**config.mk**
```make
export PLATFORM = sky130hd
export DESIGN_NAME = ordenador_serial
export DESIGN_NICKNAME = d
export VERILOG_FILES = /design/src/rtl/ordenador_serial.sv
export SDC_FILE = /design/constraint.sdc
export NUM_CORES = 1
export LEC_CHECK = 0
export ABC_AREA = 0
export BUFFER_PORTS_ARGS = -buffer_cell sky130_fd_sc_hd__buf_2
export CAP_MARGIN = 10
export CORE_MARGIN = 4
export CORE_UTILIZATION = 55
export CTS_CLUSTER_SIZE = 30
export DETAILED_ROUTE_END_ITERATION = 8
export PLACE_DENSITY = 0.76
export SETUP_SLACK_MARGIN = 0.02
export SYNTH_ARGS = -nofsm -noshare
export SYNTH_HDL_FRONTEND = slang
export SYNTH_SLANG_ARGS = --single-unit
```
**constraint.sdc**
```tcl
create_clock -name clk -period 2.95 [get_ports clk]
set_clock_uncertainty 0.1 [all_clocks]
set_input_delay 0.885 -clock clk [delete_from_list [all_inputs] [get_ports clk]]
set_output_delay 0.885 -clock clk [all_outputs]
set_load 0.005 [all_outputs]
```
**src/rtl/ordenador_serial.sv**
```systemverilog
// Streaming insertion sorter: loads a batch of DEPTH words, keeping them ranked
// as they arrive, then emits the ranked batch over a valid/ready output.
module ordenador_serial #(
    parameter int unsigned WIDTH = 4,
    parameter int unsigned DEPTH = 3,
    parameter bit          ORDER = 1'b0
) (
    input  logic             clk,
    input  logic             rst,
    input  logic             in_valid,
    input  logic [WIDTH-1:0] in_data,
    output logic             in_ready,
    output logic             out_valid,
    output logic [WIDTH-1:0] out_data,
    input  logic             out_ready,
    output logic             out_last
);

    localparam int unsigned CW = $clog2(DEPTH + 1);
    localparam int unsigned IW = $clog2(DEPTH);
    localparam logic [CW-1:0] CNT_LAST = CW'(DEPTH - 1);
    localparam logic [IW-1:0] IDX_LAST = IW'(DEPTH - 1);

    typedef enum logic [0:0] {
        ST_LOAD = 1'b0,
        ST_EMIT = 1'b1
    } state_t;

    state_t           state_q, state_d;
    logic [CW-1:0]    cnt_q, cnt_d;
    logic [IW-1:0]    idx_q, idx_d;
    logic [WIDTH-1:0] sort_q [DEPTH];
    logic [WIDTH-1:0] sort_d [DEPTH];

    logic [DEPTH-1:0] ahead_s;
    logic [DEPTH-1:0] lead_s;
    logic [WIDTH-1:0] prev_s [DEPTH];
    logic [WIDTH-1:0] ins_s  [DEPTH];
    logic             accept_s;
    logic             take_s;

    assign in_ready  = (state_q == ST_LOAD);
    assign out_valid = (state_q == ST_EMIT);
    assign out_data  = sort_q[idx_q];
    assign out_last  = (state_q == ST_EMIT) && (idx_q == IDX_LAST);
    assign accept_s  = in_valid && (state_q == ST_LOAD);
    assign take_s    = out_ready && (state_q == ST_EMIT);

    // Rank test: a valid entry stays ahead of the new word, equal entries included so ties stay in arrival order.
    always_comb begin
        for (int j = 0; j < DEPTH; j++) begin
            if (CW'(j) < cnt_q) begin
                if (ORDER == 1'b0) begin
                    ahead_s[j] = (sort_q[j] >= in_data);
                end else begin
                    ahead_s[j] = (sort_q[j] <= in_data);
                end
            end else begin
                ahead_s[j] = 1'b0;
            end
        end
    end

    // Neighbour views: lead_s marks the slot just behind the last entry that stays ahead.
    always_comb begin
        lead_s[0] = 1'b1;
        prev_s[0] = in_data;
        for (int j = 1; j < DEPTH; j++) begin
            lead_s[j] = ahead_s[j-1];
            prev_s[j] = sort_q[j-1];
        end
    end

    // Single-cycle insertion: keep the front, drop the word in, shift the tail down by one.
    always_comb begin
        for (int j = 0; j < DEPTH; j++) begin
            if (CW'(j) > cnt_q) begin
                ins_s[j] = sort_q[j];
            end else if (ahead_s[j]) begin
                ins_s[j] = sort_q[j];
            end else if (lead_s[j]) begin
                ins_s[j] = in_data;
            end else begin
                ins_s[j] = prev_s[j];
            end
        end
    end

    // Next-state logic for the load/emit sequencer and its counters.
    always_comb begin
        state_d = state_q;
        cnt_d   = cnt_q;
        idx_d   = idx_q;
        sort_d  = sort_q;
        case (state_q)
            ST_LOAD: begin
                if (accept_s) begin
                    sort_d = ins_s;
                    cnt_d  = cnt_q + CW'(1);
                    if (cnt_q == CNT_LAST) begin
                        state_d = ST_EMIT;
                    end else begin
                        state_d = ST_LOAD;
                    end
                end else begin
                    state_d = ST_LOAD;
                end
            end
            ST_EMIT: begin
                if (take_s) begin
                    if (idx_q == IDX_LAST) begin
                        state_d = ST_LOAD;
                        idx_d   = {IW{1'b0}};
                        cnt_d   = {CW{1'b0}};
                    end else begin
                        idx_d   = idx_q + IW'(1);
                    end
                end else begin
                    state_d = ST_EMIT;
                end
            end
            default: begin
                state_d = ST_LOAD;
                idx_d   = {IW{1'b0}};
                cnt_d   = {CW{1'b0}};
            end
        endcase
    end

    // State, counter and storage registers with synchronous reset.
    always_ff @(posedge clk) begin
        if (rst) begin
            state_q <= ST_LOAD;
            cnt_q   <= {CW{1'b0}};
            idx_q   <= {IW{1'b0}};
            for (int j = 0; j < DEPTH; j++) begin
                sort_q[j] <= {WIDTH{1'b0}};
            end
        end else begin
            state_q <= state_d;
            cnt_q   <= cnt_d;
            idx_q   <= idx_d;
            for (int j = 0; j < DEPTH; j++) begin
                sort_q[j] <= sort_d[j];
            end
        end
    end

endmodule

```
# Word level (Yosys, flattened, before mapping)

Cells that the tools add are included.

Register bits after elaboration: 17
Bits of input ports: 8
Output and inout port bits: 7
Word-level logic and storage cells: 57

Add/sub/neg operators: 2
Magnitude comparators: 10
Equality and inequality tests: 5
Multiplexer cells: 18
Bitwise gates (word level): 8
Reduce and logical (&&, ||, !) cells: 8

Operator list:

| kind                  | count |
|---|---|
| $mux W4               | 4 |
| $ge A4 B4 Y1          | 3 |
| $reduce_and A4 Y1     | 3 |
| $bmux W4 S2           | 1 |
| $mux W2               | 4 |
| $mux W1               | 7 |
| $not A1 Y1            | 7 |
| $ne A2 B1 Y1 const B  | 3 |
| $add A2 B1 Y2 const B | 2 |
| $eq A2 B2 Y1 const B  | 2 |
| $gt A1 B2 Y1 const A  | 2 |
| $lt A1 B2 Y1 const A  | 2 |
| $pmux W2 S2           | 1 |
| $ge A3 B3 Y1 const B  | 1 |
| $logic_and A1 B1 Y1   | 3 |
| $not A2 Y3            | 1 |
| $reduce_and A3 Y1     | 1 |
| $gt A2 B2 Y1 const A  | 1 |
| $lt A2 B2 Y1 const A  | 1 |
| $pmux W1 S2           | 1 |
| $reduce_and A2 Y1     | 1 |

# Depth between registers and ports, before layout

Word-level depth: 4
Depth in mapped cells: 7
Gate-level depth less buffers: 6

# Least setup slack after synthesis

Ideal clock, no wire load.

Path kind: input to register
Start point: input in_data[3]
End point: register sort_q, in the netlist prev_s[3]
Library setup time: 88 ps
Arrival: 2119 ps
Data required time: 2762 ps
Setup slack: 642 ps
Stages: 6
Path buffers: 0
Cell sequence: inv_1 -> ha_1 -> o211ai_2 -> o2111a_2 -> or2_4 -> a311oi_2

Cells in the longest elaborated chain, start to end: 4
Elaborated cells on any way between the ends: 7
Classes of those cells: order compare (2); mux (3); bitwise (1); reduce/logical (1)

RTL lines:

| item                               | RTL line | RTL |
|---|---|---|
| start, declared                    | 11       | `input logic [WIDTH-1:0] in_data,` |
| $ge A4 B4 Y1                       | 54       | `ahead_s[j] = (sort_q[j] >= in_data);` |
| $mux W1                            | 52       | `if (CW'(j) < cnt_q) begin` |
| $not A1 Y1 (no source line)        | n/a      |  |
| $reduce_and A4 Y1 (no source line) | n/a      |  |
| end signal, assigned by index      | 137      | `sort_q[j] <= {WIDTH{1'b0}};` |
| end signal, assigned by index      | 144      | `sort_q[j] <= sort_d[j];` |
| end, declared                      | 32       | `logic [WIDTH-1:0] sort_q [DEPTH];` |

Parallel ways exist; a longest one is shown, timed or not.
A chain may end at the register's enable or synchronous reset.

# Worst setup path in the final report

Start point: register idx_q[1]
End point: output out_data[3]

Cells in the longest elaborated chain, start to end: 4

RTL lines:

| item                                        | RTL line | RTL |
|---|---|---|
| start, declared                             | 31       | `logic [IW-1:0] idx_q, idx_d;` |
| start signal, assigned                      | 135      | `idx_q <= {IW{1'b0}};` |
| start signal, assigned                      | 142      | `idx_q <= idx_d;` |
| $not A2 Y3 (implied by the code)            | 44       | `assign out_data = sort_q[idx_q];` |
| $bmux W4 S2                                 | 44       |  |
| $mux W4 (implied by the code) (2 in series) | 44       |  |
| end, declared                               | 14       | `output logic [WIDTH-1:0] out_data,` |

No other way between the ends. The select of a mux whose other input is x is not followed.

==> Implementation_results.wiki <==
{| class="wikitable"
! Metric !! Value
|-
| Status || completed
|-
| Share of synthesized area occupied by flip-flops and latches || 0.260
|-
| Post-synthesis cell area || 1310 um2
|-
| Number of vias per cell after detailed routing || 6.16
|-
| Wire length reported by the detailed router || 3.12 mm
|-
| WP data arrival || 1.51 ns
|-
| Average wire per cell in the routed design || roughly 16 um
|-
| Count of clock tree sinks || 17
|-
| Mean instance size in the synthesized netlist || roughly 8.5 um2
|-
| Die height || 56.8 um
|-
| Tmin final || 2.49 ns
|-
| Count of pins over their slew limit || 0
|-
| Clock slew seen by the registers of the worst setup and hold paths || 0.11 ns
|-
| Count of mapped cells out of synthesis || 154
|-
| Proportion of netlist area held by the largest area contributor || 0.260
|-
| Finished Layout Cells || between 150 and 200
|-
| Leakage component of the power || roughly 0.60 nW
|-
| Net switching component of the power || around 190 uW
|-
| I/O Pins || 15
|-
| Largest area contributor in the synthesized netlist || sky130_fd_sc_hd__dfxtp_1
|-
| Share of total power in the clock network || 0.228
|-
| Initial antenna violation count || 0
|-
| Class of the worst hold path || reg2reg
|-
| Worst Setup End Kind || output pin
|-
| Count of nets after finishing || ~190
|-
| Max-slew headroom at the worst pin || 0.705
|-
| IR Drop Worst-Case VDD || between 200 and 300 uV
|-
| Post-route antenna net violation count || 0
|-
| Die Span X || 56.8 um
|-
| Post-synthesis sequential element count || 17
|-
| Final-layout fill cell count || 196
|-
| Max Fclk || 0.401 GHz
|-
| Overall via count from detail_route || 1,207
|-
| P_int || between 300 and 400 uW
|-
| GRT Overall Usage || 0.194
|-
| Area of the die || 3220 um2
|-
| Synthesized net count || 177
|-
| Largest net degree at the start of global routing || 14
|-
| Number of distinct library cell variants in the gate-level netlist after synthesis || 42
|-
| Post-route setup TNS || 0 ns
|-
| Global-route wire length before repair || 5.02 mm
|-
| Count of flip-flops with a built-in enable after synthesis || 0
|-
| H-tree level count || 1
|-
| Unrepaired setup endpoints after global routing || false
|-
| Post-CTS Repair Setup Buffers || 0
|-
| Worst EP required || between 1.5 and 2 ns
|-
| Sequential fraction of design power || 0.480
|-
| Area contributors post-synth || sky130_fd_sc_hd__dfxtp_1 (26%), sky130_fd_sc_hd__ha_1 (14%), sky130_fd_sc_hd__o211ai_1 (5.2%)
|-
| Diode count || 0
|-
| Hold path cells || 2
|-
| Cell with the most instances after synthesis || sky130_fd_sc_hd__dfxtp_1
|-
| Period utilization || 0.845
|-
| Kind of start point of the critical path || flip-flop
|-
| Transition time at the pin with the least slew margin || approximately 0.44 ns
|-
| Drt pass-1 iters || 4
|-
| Routability-driven placement congestion ratio || 0.911
|-
| CTS max path bufs || 2
|-
| Power per unit of standard cell area || 390 nW/um2
|-
| Total placed cells including tap cells || 192
|-
| Post-CTS Hold Buffers || 0
|-
| Total power || about 560 uW
|-
| 1st-iter DRT viols || 29
|-
| Worst setup path category || reg2out
|-
| Net switching fraction of the power || 0.341
|-
| CTS Root Cell || sky130_fd_sc_hd__clkbuf_4
|-
| Number of warnings printed during yosys synthesis || 0
|-
| CTS tree || done
|-
| Worst hold-check slack || 0.429 ns
|-
| Vias in the first global route || 1,122
|-
| Hold Violations, Final || 0
|-
| Post-DP HPWL || ~2.5 mm
|-
| Starting density of the core || 0.586
|-
| Number of cell instances on the worst register-to-register path || 6
|-
| Residual DRC count || 0
|-
| Post-cts repair resize count || 0
|-
| Clock latency on the worst-skew pair || 0.29 ns
|-
| Final Setup Violations || 0
|-
| Port Buf Inserts || 14
|-
| Ys flop type || sky130_fd_sc_hd__dfxtp_1
|-
| Async S/R FF share, synth || 0
|-
| Placement row count || 17
|-
| Most numerous cell types in the synthesized netlist || sky130_fd_sc_hd__dfxtp_1 (17), sky130_fd_sc_hd__ha_1 (15), sky130_fd_sc_hd__a21oi_1 (11), sky130_fd_sc_hd__inv_1 (11), sky130_fd_sc_hd__nand2_1 (10)
|-
| Floorplan Core Area || ~2200 um2
|-
| Relative area change from synthesis to final layout || 8.89%
|-
| Pre-CTS WS || 0.297 ns
|-
| Total congestion overflow after global routing || 0
|-
| Share of cells above drive strength 1 || 0.185
|-
| Cts bufs inserted || 3
|-
| Biggest fanout along the worst timing path || 8
|-
| Worst Setup Slack, final || 0.459 ns
|-
| Count of maximum capacitance violations || 0
|-
| Part of the total power dissipated in combinational logic || 0.292
|}
==> worst paths after layout <==
path / startpoint / end / slack [ns]
hold reg to reg: prev_s[6] / prev_s[6] / 0.43
setup reg to reg: prev_s[0] / sort_q[1] / 0.89
hold / removal: prev_s[6] / prev_s[6] / 0.43
setup / recovery: idx_q[1] / out_data[3] / 0.46
==> logic make-up after synthesis <==
group,synth area share
DFF,0.260
muxes,0.0382
buffers and inverters,0.0487
and+or+nand+nor,0.210
adders and majority gates,0.143
AOI/OAI and AO/OA,0.299
==> power groups by stage <==
stage | registers (mW) | logic (mW) | clock network (mW)
global placement | 0.271 | 0.154 | 0
floorplan | 0.262 | 0.125 | 0
global route | 0.270 | 0.180 | 0.140
CTS | 0.266 | 0.162 | 0.128
finish | 0.267 | 0.162 | 0.127
detailed placement | 0.272 | 0.161 | 0
==> cell type report <==
| class | instances | area, um2 | share of cell area |
|---|---|---|---|
| flip-flops and latches | 17 | 340 | 0.239 |
| repair buffers | 15 | 77.6 | 0.0544 |
| inverters | 11 | 41.3 | 0.0290 |
| clock buffers | 4 | 26.3 | 0.0184 |
| well taps | 28 | 35.0 | 0.0246 |
| multi-input cells | 121 | 905 | 0.635 |
==> per-stage QoR <==
stage,utilization,cell area [um2]
floorplan,-,1310
global placement,0.626,1400
detailed placement,0.626,1400
CTS,0.638,1430
global route,0.638,1430
finish,0.638,1430
==> layout by cell type, fill, tap and decap left out, drive strengths merged, types with 4 or more instances in the layout <==
cell type	count
nand2	10
nor3	6
a311oi	5
buf	15
o21ai	9
o211ai	10
clkbuf	4
a21oi	12
nor3b	4
ha	15
dfxtp	17
mux2i	5
inv	11
nand3	7
nor2	7
==> worst max-delay path: stages, from the launching register on <==
cell                      delay [ns]
sky130_fd_sc_hd__dfxtp_1        0.48
sky130_fd_sc_hd__nor2b_1        0.42
sky130_fd_sc_hd__nand2_1        0.09
sky130_fd_sc_hd__o21ai_0        0.09
sky130_fd_sc_hd__buf_2          0.14
==> flip-flops by register name, summed over array words and instances, names as in the netlist <==
signal and cells:
cnt_q 2, prev_s 8, sort_q 4, idx_q 2
out_valid 1
==> routing by layer <==
metal  part of all wire  track usage
met5                  0            0
met1               0.44        0.257
met3              0.060       0.0253
met4              0.017       0.0795
met2               0.49        0.317
Power figures use the tool's default switching activity.
